[src/rtl/fibo_pkg.sv]
// Shared definitions for the Fibonacci job scheduler: the FSM state
// encoding and the default datapath widths.
package fibo_pkg;

  typedef enum logic [1:0] {
    IDLE = 2'd0,
    RUN  = 2'd1,
    DONE = 2'd2
  } state_t;

  localparam int DEF_NREQ   = 2;
  localparam int DEF_DATA_W = 8;
  localparam int DEF_CNT_W  = 8;

endpackage : fibo_pkg

[src/rtl/fibo_core.sv]
// Fibonacci engine: holds the pair (a, b), reloads it to (0, 1) on load
// and advances it one term per step. Sums wrap modulo 2^DATA_W.
module fibo_core
  import fibo_pkg::*;
#(
  parameter int DATA_W = DEF_DATA_W
) (
  input  logic              clk,
  input  logic              rst,
  input  logic              load,
  input  logic              step,
  output logic [DATA_W-1:0] a
);

  logic [DATA_W-1:0] r_a;
  logic [DATA_W-1:0] r_b;

  // Engine pair: reset/load to (0,1), otherwise advance on step.
  // NOTE: sequential state uses non-blocking assignments so r_a and r_b
  // both update from their pre-edge values, giving a true pair swap.
  always_ff @(posedge clk or negedge rst) begin
    if (!rst) begin
      r_a <= '0;
      r_b <= DATA_W'(1);
    end else if (load) begin
      r_a <= '0;
      r_b <= DATA_W'(1);
    end else if (step) begin
      r_a <= r_b;
      r_b <= r_a + r_b;
    end
  end

  assign a = r_a;

endmodule : fibo_core

[src/rtl/fibo_sched.sv]
// Round-robin scheduler in front of a single Fibonacci engine. Requesters
// post a step count N; one job runs at a time and returns F(N) mod
// 2^DATA_W together with the requester index.
module fibo_sched
  import fibo_pkg::*;
#(
  parameter  int NREQ   = DEF_NREQ,
  parameter  int DATA_W = DEF_DATA_W,
  parameter  int CNT_W  = DEF_CNT_W,
  localparam int ID_W   = (NREQ > 1) ? $clog2(NREQ) : 1
) (
  input  logic                  clk,
  input  logic                  rst,
  input  logic [NREQ-1:0]       req_valid,
  input  logic [NREQ*CNT_W-1:0] req_steps,
  output logic [NREQ-1:0]       req_ready,
  output logic                  resp_valid,
  output logic [ID_W-1:0]       resp_id,
  output logic [DATA_W-1:0]     resp_data,
  input  logic                  resp_ready,
  output logic                  busy
);

  state_t            r_state;
  state_t            w_next;
  logic [CNT_W-1:0]  r_cnt;
  logic [ID_W-1:0]   r_id;
  logic [ID_W-1:0]   r_ptr;

  logic              w_grant_any;
  logic [ID_W-1:0]   w_grant_idx;
  int                w_cand;
  logic [CNT_W-1:0]  w_steps;
  logic [NREQ-1:0]   w_ready;
  logic              w_accept;
  logic              w_load;
  logic              w_step;
  logic [DATA_W-1:0] w_a;

  // Round-robin pick: first valid requester after the last granted index.
  // NOTE: every combinational output gets a default before any branch, so
  // no path leaves a signal unassigned and no latch is inferred.
  always_comb begin
    w_grant_any = 1'b0;
    w_grant_idx = '0;
    w_cand      = 0;
    for (int k = 1; k <= NREQ; k++) begin
      w_cand = int'(r_ptr) + k;
      if (w_cand >= NREQ) w_cand = w_cand - NREQ;
      if (!w_grant_any && req_valid[ID_W'(w_cand)]) begin
        w_grant_any = 1'b1;
        w_grant_idx = ID_W'(w_cand);
      end
    end
  end

  // Step count of the granted requester and the one-hot accept strobe;
  // reset forces the strobe low so every output is quiet during reset.
  always_comb begin
    w_steps  = '0;
    w_ready  = '0;
    w_accept = rst && (r_state == IDLE) && w_grant_any;
    for (int i = 0; i < NREQ; i++) begin
      if (w_grant_idx == ID_W'(i)) w_steps = req_steps[i*CNT_W +: CNT_W];
    end
    if (w_accept) w_ready[w_grant_idx] = 1'b1;
  end

  // FSM next state and engine controls.
  always_comb begin
    w_next = r_state;
    w_load = 1'b0;
    w_step = 1'b0;
    case (r_state)
      IDLE: begin
        if (w_accept) begin
          w_load = 1'b1;
          w_next = (w_steps == '0) ? DONE : RUN;
        end
      end
      RUN: begin
        w_step = 1'b1;
        if (r_cnt == CNT_W'(1)) w_next = DONE;
      end
      DONE: begin
        if (resp_ready) w_next = IDLE;
      end
      default: w_next = IDLE;
    endcase
  end

  // FSM state register.
  always_ff @(posedge clk or negedge rst) begin
    if (!rst) r_state <= IDLE;
    else      r_state <= w_next;
  end

  // Job bookkeeping: remaining steps, owner id and round-robin pointer.
  always_ff @(posedge clk or negedge rst) begin
    if (!rst) begin
      r_cnt <= '0;
      r_id  <= '0;
      r_ptr <= ID_W'(NREQ - 1);
    end else if (w_accept) begin
      r_cnt <= w_steps;
      r_id  <= w_grant_idx;
      r_ptr <= w_grant_idx;
    end else if (w_step) begin
      r_cnt <= r_cnt - CNT_W'(1);
    end
  end

  fibo_core #(
    .DATA_W (DATA_W)
  ) u_core (
    .clk  (clk),
    .rst  (rst),
    .load (w_load),
    .step (w_step),
    .a    (w_a)
  );

  assign req_ready  = w_ready;
  assign resp_valid = (r_state == DONE);
  assign resp_data  = resp_valid ? w_a  : '0;
  assign resp_id    = resp_valid ? r_id : '0;
  assign busy       = (r_state != IDLE);

endmodule : fibo_sched

[config.mk]
export PLATFORM = sky130hd
export DESIGN_NAME = fibo_sched
export DESIGN_NICKNAME = d
export VERILOG_FILES = /design/src/rtl/fibo_pkg.sv /design/src/rtl/fibo_core.sv /design/src/rtl/fibo_sched.sv
export SDC_FILE = /design/constraint.sdc
export NUM_CORES = 1
export LEC_CHECK = 0
export CAP_MARGIN = 20
export CORE_ASPECT_RATIO = 1.25
export CORE_MARGIN = 3
export CORE_UTILIZATION = 25
export CTS_CLUSTER_SIZE = 16
export DETAILED_ROUTE_END_ITERATION = 16
export PLACE_DENSITY_LB_ADDON = 0.15
export SKIP_CTS_REPAIR_TIMING = 1
export SLEW_MARGIN = 40
export SYNTH_ARGS = -nofsm -noshare
export SYNTH_HDL_FRONTEND = slang
export SYNTH_SLANG_ARGS = --single-unit
[constraint.sdc]
create_clock -name clk -period 2.79 [get_ports clk]
set_clock_uncertainty 0.15 [all_clocks]
set_input_delay 0.279 -clock clk [delete_from_list [all_inputs] [get_ports clk]]
set_output_delay 0.279 -clock clk [all_outputs]
set_load 0.005 [all_outputs]
==> flow_summary_export.csv, run 1 <==
group,metric,value,unit
grt,grt_pass1_wl,7160,um
synthesis,synth_compound_area_share,18.6,%
routing,routed_via_density,4.76,
cts,clk_pin_slew,0.10,ns
cts,cts_root_buf,"clkbuf_8",
floorplanning,std_cell_rows,33,
grt,grt_use_total,11.4,%
sta,min_period,2.32,ns
synthesis,synthSimpleGateAreaFrac,20.9,%
sta,hold_viol,0,
setup_path,r2r_end,"u_core.r_b[6]",
final_layout,design_area,0.00220,mm^2
setup_path,critPathLaunch,"r_state[1]",
synthesis,yosysSeqAreaShare,40.7,%
pwr,switching_share,22.2,%
pwr,p_switching,153,uW
setup_path,r2r_cells,8,
sta,whs,0.326,ns
cts,numCtsBuffers,3,
final_layout,diodes,0,
routing,drtIter0Drc,29,
synthesis,synth_top_area_cell,"dfrtp_1",
sta,drv_slew,0,
floorplanning,dieArea,0.00795,mm^2
final_layout,final_util,33.1,%
synthesis,synth_fa_ha_area_share,7.68,%
placed_design,hpwl,3130,um
run_status,outcome,"finished clean",
sta,slew_headroom,65.7,%
floorplanning,io_pins,34,
routing,drc,0,
setup_path,end_kind,"primary output",
floorplanning,coreArea,0.00665,mm^2
sta,tns,0,ns
pwr,combPwrFrac,7.8,%
pwr,p_int,534,uW
sta,fin_crit_sh,83.1,%
synthesis,synth_top_family_by_area,"simple AND/OR/NAND/NOR gates",
routing,post_drt_wl_per_cell,13.6,um
flow_run,maxCapViolCount,0,
synthesis,synth_nets,221,
synthesis,netlist_top_cells_area,"dfrtp_1 (38%), ha_1 (6.5%), nand2_1 (5.0%)",
cts,cts_sinks,28,
worst_hold_path,hp-start,"r_id",
setup_path,worstReg2RegStart,"u_core.r_b[0]",
floorplanning,start_util,26.0,%
cts,worst_skew_pair.late_latency,0.28,ns
cts,cts_tree,"yes",
setup_path,crit_type,"register to primary output",
final_layout,finalNetCount,254,
grt,grt_antenna_before_repair,0,
sta,setup_viol,0,
routing,postRouteAntennaNets,0,
routing,routed_wl,4180,um
pwr,power_density,312,mW/mm^2
pwr,ir_drop,171,uV
placed_design,placedCellCount,305,
synthesis,ys_types,43,
pwr,p_clk_share,33.1,%
routing,num_vias,1466,
setup_path,worst_setup_path_start_kind,"register",
synthesis,yosys_register_bits,28,
synthesis,synthCells,190,
grt,overflow,0,
sta,rsz0062_at_grt,"false",
synthesis,synth-xor-area-share,3.04,%
worst_hold_path,hp-class,"register to register",
routing,first_pass_iters,4,
floorplanning,die_y,98.9,um
final_layout,syn_to_final_growth,27.2,%
cts,clockBufferDepth,2,
placed_design,gp_routability_congestion,0.698,
synthesis,synthMuxAreaShare,5.43,%
setup_path,crit_required,2.36,ns
cts,htree_levels,1,
sta,clock.fmax,0.431,GHz
setup_path,arrival,1.89,ns
setup_path,cp_max_fo,5,
placed_design,portBuffers,32,
synthesis,synth_top_cell_area_share,37.7,%
sta,worst_pin_slew,0.514,ns
setup_path,reg2reg_setup_slack,0.64,ns
final_layout,drive_gt1_share,7.24,%
pwr,seqPwrFrac,59.1,%
placed_design,placed_area,0.00216,mm^2
pwr,leakage,0.913,nW
grt,grt_start_max_net_pins,29,
setup_path,critPathCapture,"req_ready[0]",
grt,grt_pass1_vias,1536,
synthesis,netlist_area,0.00173,mm^2
synthesis,synth_area_per_cell,9.09,um^2
floorplanning,die_w,80.3,um
synthesis,yosys_warnings,0,
final_layout,stdcell_count,308,
==> final cells by class <==
type                    instances  area, um^2
clock buffers                   3        41.3
multi-input cells             147         963
fillers                       717        4450
inverters                       6        22.5
flip-flops and latches         28         703
repair buffers                 37         358
well taps                      87         109
==> layout by cell type, fill, tap and decap left out, types with 2 or more instances in the layout <==
cell and instances:
clkdlybuf4s50_1 32, dfrtp_1 26, nand2_1 23, o21ai_1 17
nor2_1 12, and2_1 10, nand3_1 9, ha_1 9
inv_1 6, mux2i_1 6, o21ai_0 6, a21oi_1 6
buf_4 5, nor3_1 4, nor4_1 4, xnor2_1 4
o21a_1 3, mux2_1 3, clkbuf_8 3, nor2b_1 2
o211ai_1 2, o32a_1 2, a31oi_1 2, xor2_1 2
a21o_1 2, dfstp_2 2
==> synthesized netlist by cell type <==
master    number
nand2_1       23
and3b_1        1
o31ai_2        1
ha_1           9
a21o_1         2
dfrtp_1       26
a31oi_1        2
nor4_1         4
and3_1         1
nor3_2         1
inv_1          6
mux2i_1        6
o32a_1         2
nand3_1        9
nor2b_1        2
nor3_1         4
a211oi_1       1
o21bai_1       1
buf_2          5
mux2_1         3
a21oi_1        6
nand2b_1       2
clkbuf_1       4
a32oi_1        1
o31a_1         1
and2_1        10
dfstp_2        2
fa_1           1
o221ai_1       1
nor2_1        12
a221oi_1       1
o21a_1         3
a22o_1         1
o21ai_0        6
xnor2_1        4
xor2_1         2
a211oi_2       1
o21ai_1       17
nor2b_2        1
and2b_1        1
o211ai_1       2
o22ai_1        1
or3_4          1
==> flip-flops by register name (all words and copies together), names as in the netlist <==
register,count
r_ptr,1
u_core.a,8
r_state,2
u_core.r_b,8
r_id,1
r_cnt,8
==> cells by family (layout without fill, tap and decap cells) <==
logic type,after synthesis,after routing
AOI/OAI and AO/OA,50,50
xor gates and xnor gates,6,6
adders and majority gates,10,10
buffers and inverters,15,46
DFF,28,28
muxes,9,9
and+or+nand+nor,72,72
==> power groups by stage <==
stage / clock (mW) / combinational [mW] / sequential (mW)
after floorplan: 0 / 0.0118 / 0.414
after global placement: 0 / 0.0557 / 0.414
final: 0.227 / 0.0535 / 0.406
after detailed placement: 0 / 0.0553 / 0.414
after global routing: 0.252 / 0.0598 / 0.406
after CTS: 0.240 / 0.0555 / 0.406
==> per-layer routing <==
metal | GRT usage [%] | up-vias | wire, um
met5 | 0 | - | 0
met4 | 4.16 | 0 | 112
met3 | 2.10 | 9 | 216
met2 | 20.2 | 40 | 2130
met1 | 13.6 | 679 | 1720
li1 | - | 738 | -
==> worst max-delay path: stages (launching register included) <==
cell and delay (ns):
dfrtp_1 0.42, nor2_1 0.34, and3_1 0.23, and2_1 0.13, clkdlybuf4s50_1 0.49
==> stage by stage <==
step | setup WS [ns] | power, mW
after floorplan | 0.788 | 0.425
after global placement | 0.624 | 0.469
after detailed placement | 0.630 | 0.469
after CTS | 0.452 | 0.701
after global routing | 0.299 | 0.718
final | 0.470 | 0.686
==> how the worst min path moves through the flow <==
stage	to	slack [ns]	cells past startpoint
after floorplan	r_cnt[0]	-0.17	0
after global placement	r_id	0.30	1
after detailed placement	r_id	0.31	1
after CTS	r_id	0.34	1
after global routing	r_id	0.36	1
final	r_id	0.33	1
Note: power is estimated with default switching activity, not from simulation.
==> run 2: changes to the inputs <==
clock period = 2.2 ns   (was 2.79 ns; I/O delays follow)
==> run 2 against run 1 <==
Against the previous run: flip-flop and latch count is the same; sequential share of layout area fell by 0.90 points; power increased by 34%; critical path type unchanged.
==> flow_summary_export.csv, run 2 (synthesis results as in run 1) <==
group,metric,value,unit
grt,grt_pass1_vias,1507,
final_layout,drive_gt1_share,11.0,%
flow_run,maxCapViolCount,0,
grt,overflow,0,
floorplanning,io_pins,34,
setup_path,cp_max_fo,5,
pwr,leakage,0.951,nW
routing,num_vias,1487,
floorplanning,coreArea,0.00665,mm^2
sta,min_period,2.10,ns
sta,hold_viol,0,
floorplanning,std_cell_rows,33,
routing,routed_wl,4240,um
cts,worst_skew_pair.late_latency,0.28,ns
setup_path,arrival,1.73,ns
routing,drc,0,
final_layout,fill_cells,712,
sta,fin_crit_sh,95.4,%
cts,clockBufferDepth,2,
sta,rsz0062_at_grt,"false",
final_layout,stdcell_count,315,
final_layout,final_cell_mix,"clkdlybuf4s50_1 (32), dfrtp_1 (25), nand2_1 (23), o21ai_1 (17)",
placed_design,placedCellCount,311,
final_layout,final_common_cell,"clkdlybuf4s50_1",
final_layout,syn_to_final_growth,31.2,%
cts,cts_root_buf,"clkbuf_8",
worst_hold_path,hp-class,"input pin to async pin",
sta,slew_headroom,66.3,%
routing,first_pass_iters,4,
setup_path,end_kind,"primary output",
routing,postRouteAntennaNets,0,
pwr,power_density,407,mW/mm^2
run_status,outcome,"finished clean",
sta,drv_slew,0,
floorplanning,start_util,26.0,%
grt,grt_start_max_net_pins,22,
cts,numCtsBuffers,3,
cts,cts_sinks,28,
setup_path,crit_type,"register to primary output",
placed_design,hpwl,3250,um
cts,htree_levels,1,
grt,grt_antenna_before_repair,0,
grt,grt_pass1_wl,7080,um
pwr,ir_drop,227,uV
placed_design,gp_routability_congestion,0.755,
floorplanning,die_y,98.9,um
floorplanning,die_w,80.3,um
floorplanning,dieArea,0.00795,mm^2
placed_design,dp_slack,0.0806,ns
setup_path,worst_setup_path_start_kind,"register",
final_layout,diodes,0,
sta,setup_viol,0,
sta,fin_ws,0.102,ns
sta,clock.fmax,0.477,GHz
setup_path,crit_required,1.83,ns
routing,post_drt_wl_per_cell,13.5,um
placed_design,portBuffers,32,
final_layout,finalNetCount,260,
cts,cts_tree,"yes",
sta,tns,0,ns
cts,clk_pin_slew,0.11,ns
grt,grt_use_total,11.4,%
sta,worst_pin_slew,0.505,ns
routing,drtIter0Drc,20,
routing,routed_via_density,4.72,
[run 2: routing by layer]
layer	routed length (um)	vias to the layer above	GRT usage [%]
met1	1850	702	14.4
li1	-	749	-
met4	36	0	2.73
met5	0	-	0
met3	167	4	2.01
met2	2190	32	20.1
[run 2: final cells by class]
| cell class | instances | area, um^2 | area share (%) |
|---|---|---|---|
| tap | 87 | 109 | 4.81 |
| inverter | 6 | 22.5 | 0.994 |
| clock buffer | 4 | 55.1 | 2.43 |
| timing repair buffer | 43 | 403 | 17.8 |
| sequential | 28 | 704 | 31.1 |
| multi-input combinational | 147 | 971 | 42.9 |
[run 2: power breakdown]
part           leakage (nW)  internal [mW]  switching [mW]
logic                 0.607         0.0404          0.0284
registers             0.315          0.515               0
clock network        0.0288          0.161           0.178
[run 2: path summary, 6_finish.rpt]
path / from / endpoint / slack (ns) / cells past startpoint
max reg2reg: u_core.r_b[0] / u_core.r_b[6] / 0.12 / 8
min: rst / r_cnt[7] / 0.22 / 2
min reg2reg: r_id / r_id / 0.33 / 1
min in group clk: r_id / r_id / 0.33 / 1
max in group asynchronous: rst / u_core.r_b[0] / 1.32 / 2
max: r_state[1] / req_ready[0] / 0.10 / 4
[run 2: through the flow]
| stage | hold WS (ns) | utilization, % | area [um^2] | power, mW |
|---|---|---|---|---|
| 5_1_grt | 0.233 | 34.1 | 2260 | 0.960 |
| 3_5_place_dp | 0.312 | 33.1 | 2200 | 0.595 |
| 6_report | 0.220 | 34.1 | 2260 | 0.922 |
| 2_1_floorplan | -0.226 | - | 1730 | 0.540 |
| 3_3_place_gp | 0.305 | 33.1 | 2200 | 0.595 |
| 4_1_cts | 0.223 | 33.9 | 2250 | 0.934 |
[run 2: critical path, cell delays in order (launching register included)]
cell and delay, ns:
dfrtp_2 0.46, nor2_4 0.15, and3_1 0.20, and2_1 0.14, clkdlybuf4s50_1 0.50
==> run 3: changes to the inputs <==
MAX_ROUTING_LAYER = met4   (was not set)
==> run 3 against run 2 <==
Against the previous run: first-iteration DRC count down 25%; clock power about the same; worst setup slack about the same; sequential share of layout area unchanged; die area unchanged; sequential power about the same; routed wire length up 0.12%; core utilization unchanged; critical endpoint unchanged.
==> flow_summary_export.csv, run 3 (synthesis results as in run 1) <==
group,metric,value,unit
sta,fin_crit_sh,95.4,%
grt,grt_use_total,11.7,%
setup_path,crit_required,1.83,ns
floorplanning,start_util,26.0,%
final_layout,drive_gt1_share,11.0,%
routing,routed_via_density,4.71,
sta,whs,0.214,ns
grt,grt_pass1_wl,7050,um
setup_path,cp_max_fo,5,
routing,postRouteAntennaNets,0,
sta,slew_headroom,66.5,%
floorplanning,dieArea,0.00795,mm^2
routing,num_vias,1484,
routing,routed_wl,4250,um
routing,drtIter0Drc,15,
cts,worst_skew_pair.late_latency,0.28,ns
final_layout,design_area,0.00226,mm^2
final_layout,syn_to_final_growth,31.2,%
flow_run,maxCapViolCount,0,
pwr,power_density,407,mW/mm^2
sta,drv_slew,0,
placed_design,placed_area,0.00220,mm^2
floorplanning,io_pins,34,
sta,clock.fmax,0.477,GHz
pwr,ir_drop,227,uV
pwr,leakage,0.951,nW
sta,tns,0,ns
routing,drc,0,
setup_path,arrival,1.73,ns
routing,post_drt_wl_per_cell,13.5,um
cts,cts_root_buf,"clkbuf_8",
placed_design,portBuffers,32,
cts,htree_levels,1,
sta,min_period,2.10,ns
cts,clockBufferDepth,2,
sta,rsz0062_at_grt,"false",
sta,setup_viol,0,
setup_path,crit_type,"register to primary output",
sta,fin_ws,0.102,ns
final_layout,diodes,0,
placed_design,hpwl,3250,um
floorplanning,std_cell_rows,33,
sta,worst_pin_slew,0.503,ns
pwr,p_total,922,uW
worst_hold_path,hp-class,"input pin to async pin",
sta,hold_viol,0,
final_layout,final_cell_mix,"clkdlybuf4s50_1 (32), dfrtp_1 (25), nand2_1 (23), o21ai_1 (17)",
grt,grt_antenna_before_repair,0,
final_layout,stdcell_count,315,
floorplanning,die_w,80.3,um
cts,clk_pin_slew,0.11,ns
floorplanning,die_y,98.9,um
run_status,outcome,"finished clean",
placed_design,gp_routability_congestion,0.765,
grt,grt_start_max_net_pins,22,
final_layout,final_util,34.1,%
cts,numCtsBuffers,3,
final_layout,fill_cells,712,
setup_path,end_kind,"primary output",
grt,grt_pass1_vias,1512,
routing,first_pass_iters,4,
cts,cts_sinks,28,
cts,cts_tree,"yes",
final_layout,final_common_cell,"clkdlybuf4s50_1",
placed_design,dp_slack,0.0806,ns
setup_path,worst_setup_path_start_kind,"register",
grt,overflow,0,
floorplanning,coreArea,0.00665,mm^2
final_layout,finalNetCount,260,
placed_design,placedCellCount,311,
run 3: cell counts in the layout (fill, tap and decap cells not counted):
No cell type changed its count.
run 3: worst paths after layout:
| check | from | cells past startpoint | endpoint | slack (ns) |
|---|---|---|---|---|
| worst max-delay path | r_state[1] | 4 | req_ready[0] | 0.10 |
| worst min-delay path | rst | 2 | r_cnt[7] | 0.21 |
| worst max register to register | u_core.r_b[0] | 8 | u_core.r_b[6] | 0.11 |
| worst min register to register | r_id | 1 | r_id | 0.33 |
| max in group asynchronous | rst | 2 | u_core.r_b[0] | 1.33 |
| min in group clk | r_id | 1 | r_id | 0.33 |
run 3: critical path: stages, from the launching register on:
cell and delay (ns):
dfrtp_2 0.46, nor2_4 0.15, and3_1 0.20, and2_1 0.14, clkdlybuf4s50_1 0.50
run 3: final cells by class:
cell class	count	area, um^2	area share [%]
tap	87	109	4.81
inverter	6	22.5	0.994
clock buffer	4	55.1	2.43
timing repair buffer	43	403	17.8
multi-input combinational	147	971	42.9
sequential	28	704	31.1
run 3: report_power, final:
group | switching (mW) | total (mW) | internal (mW)
clock | 0.178 | 0.339 | 0.161
sequential | 0 | 0.515 | 0.515
combinational | 0.0284 | 0.0688 | 0.0404
run 3: layer usage:
metal	track usage (%)	share of wire (%)	vias up
li1	-	-	748
met1	14.7	45	698
met2	20.0	51	34
met3	1.46	3.3	4
met4	2.73	0.75	0
met5	-	0	-
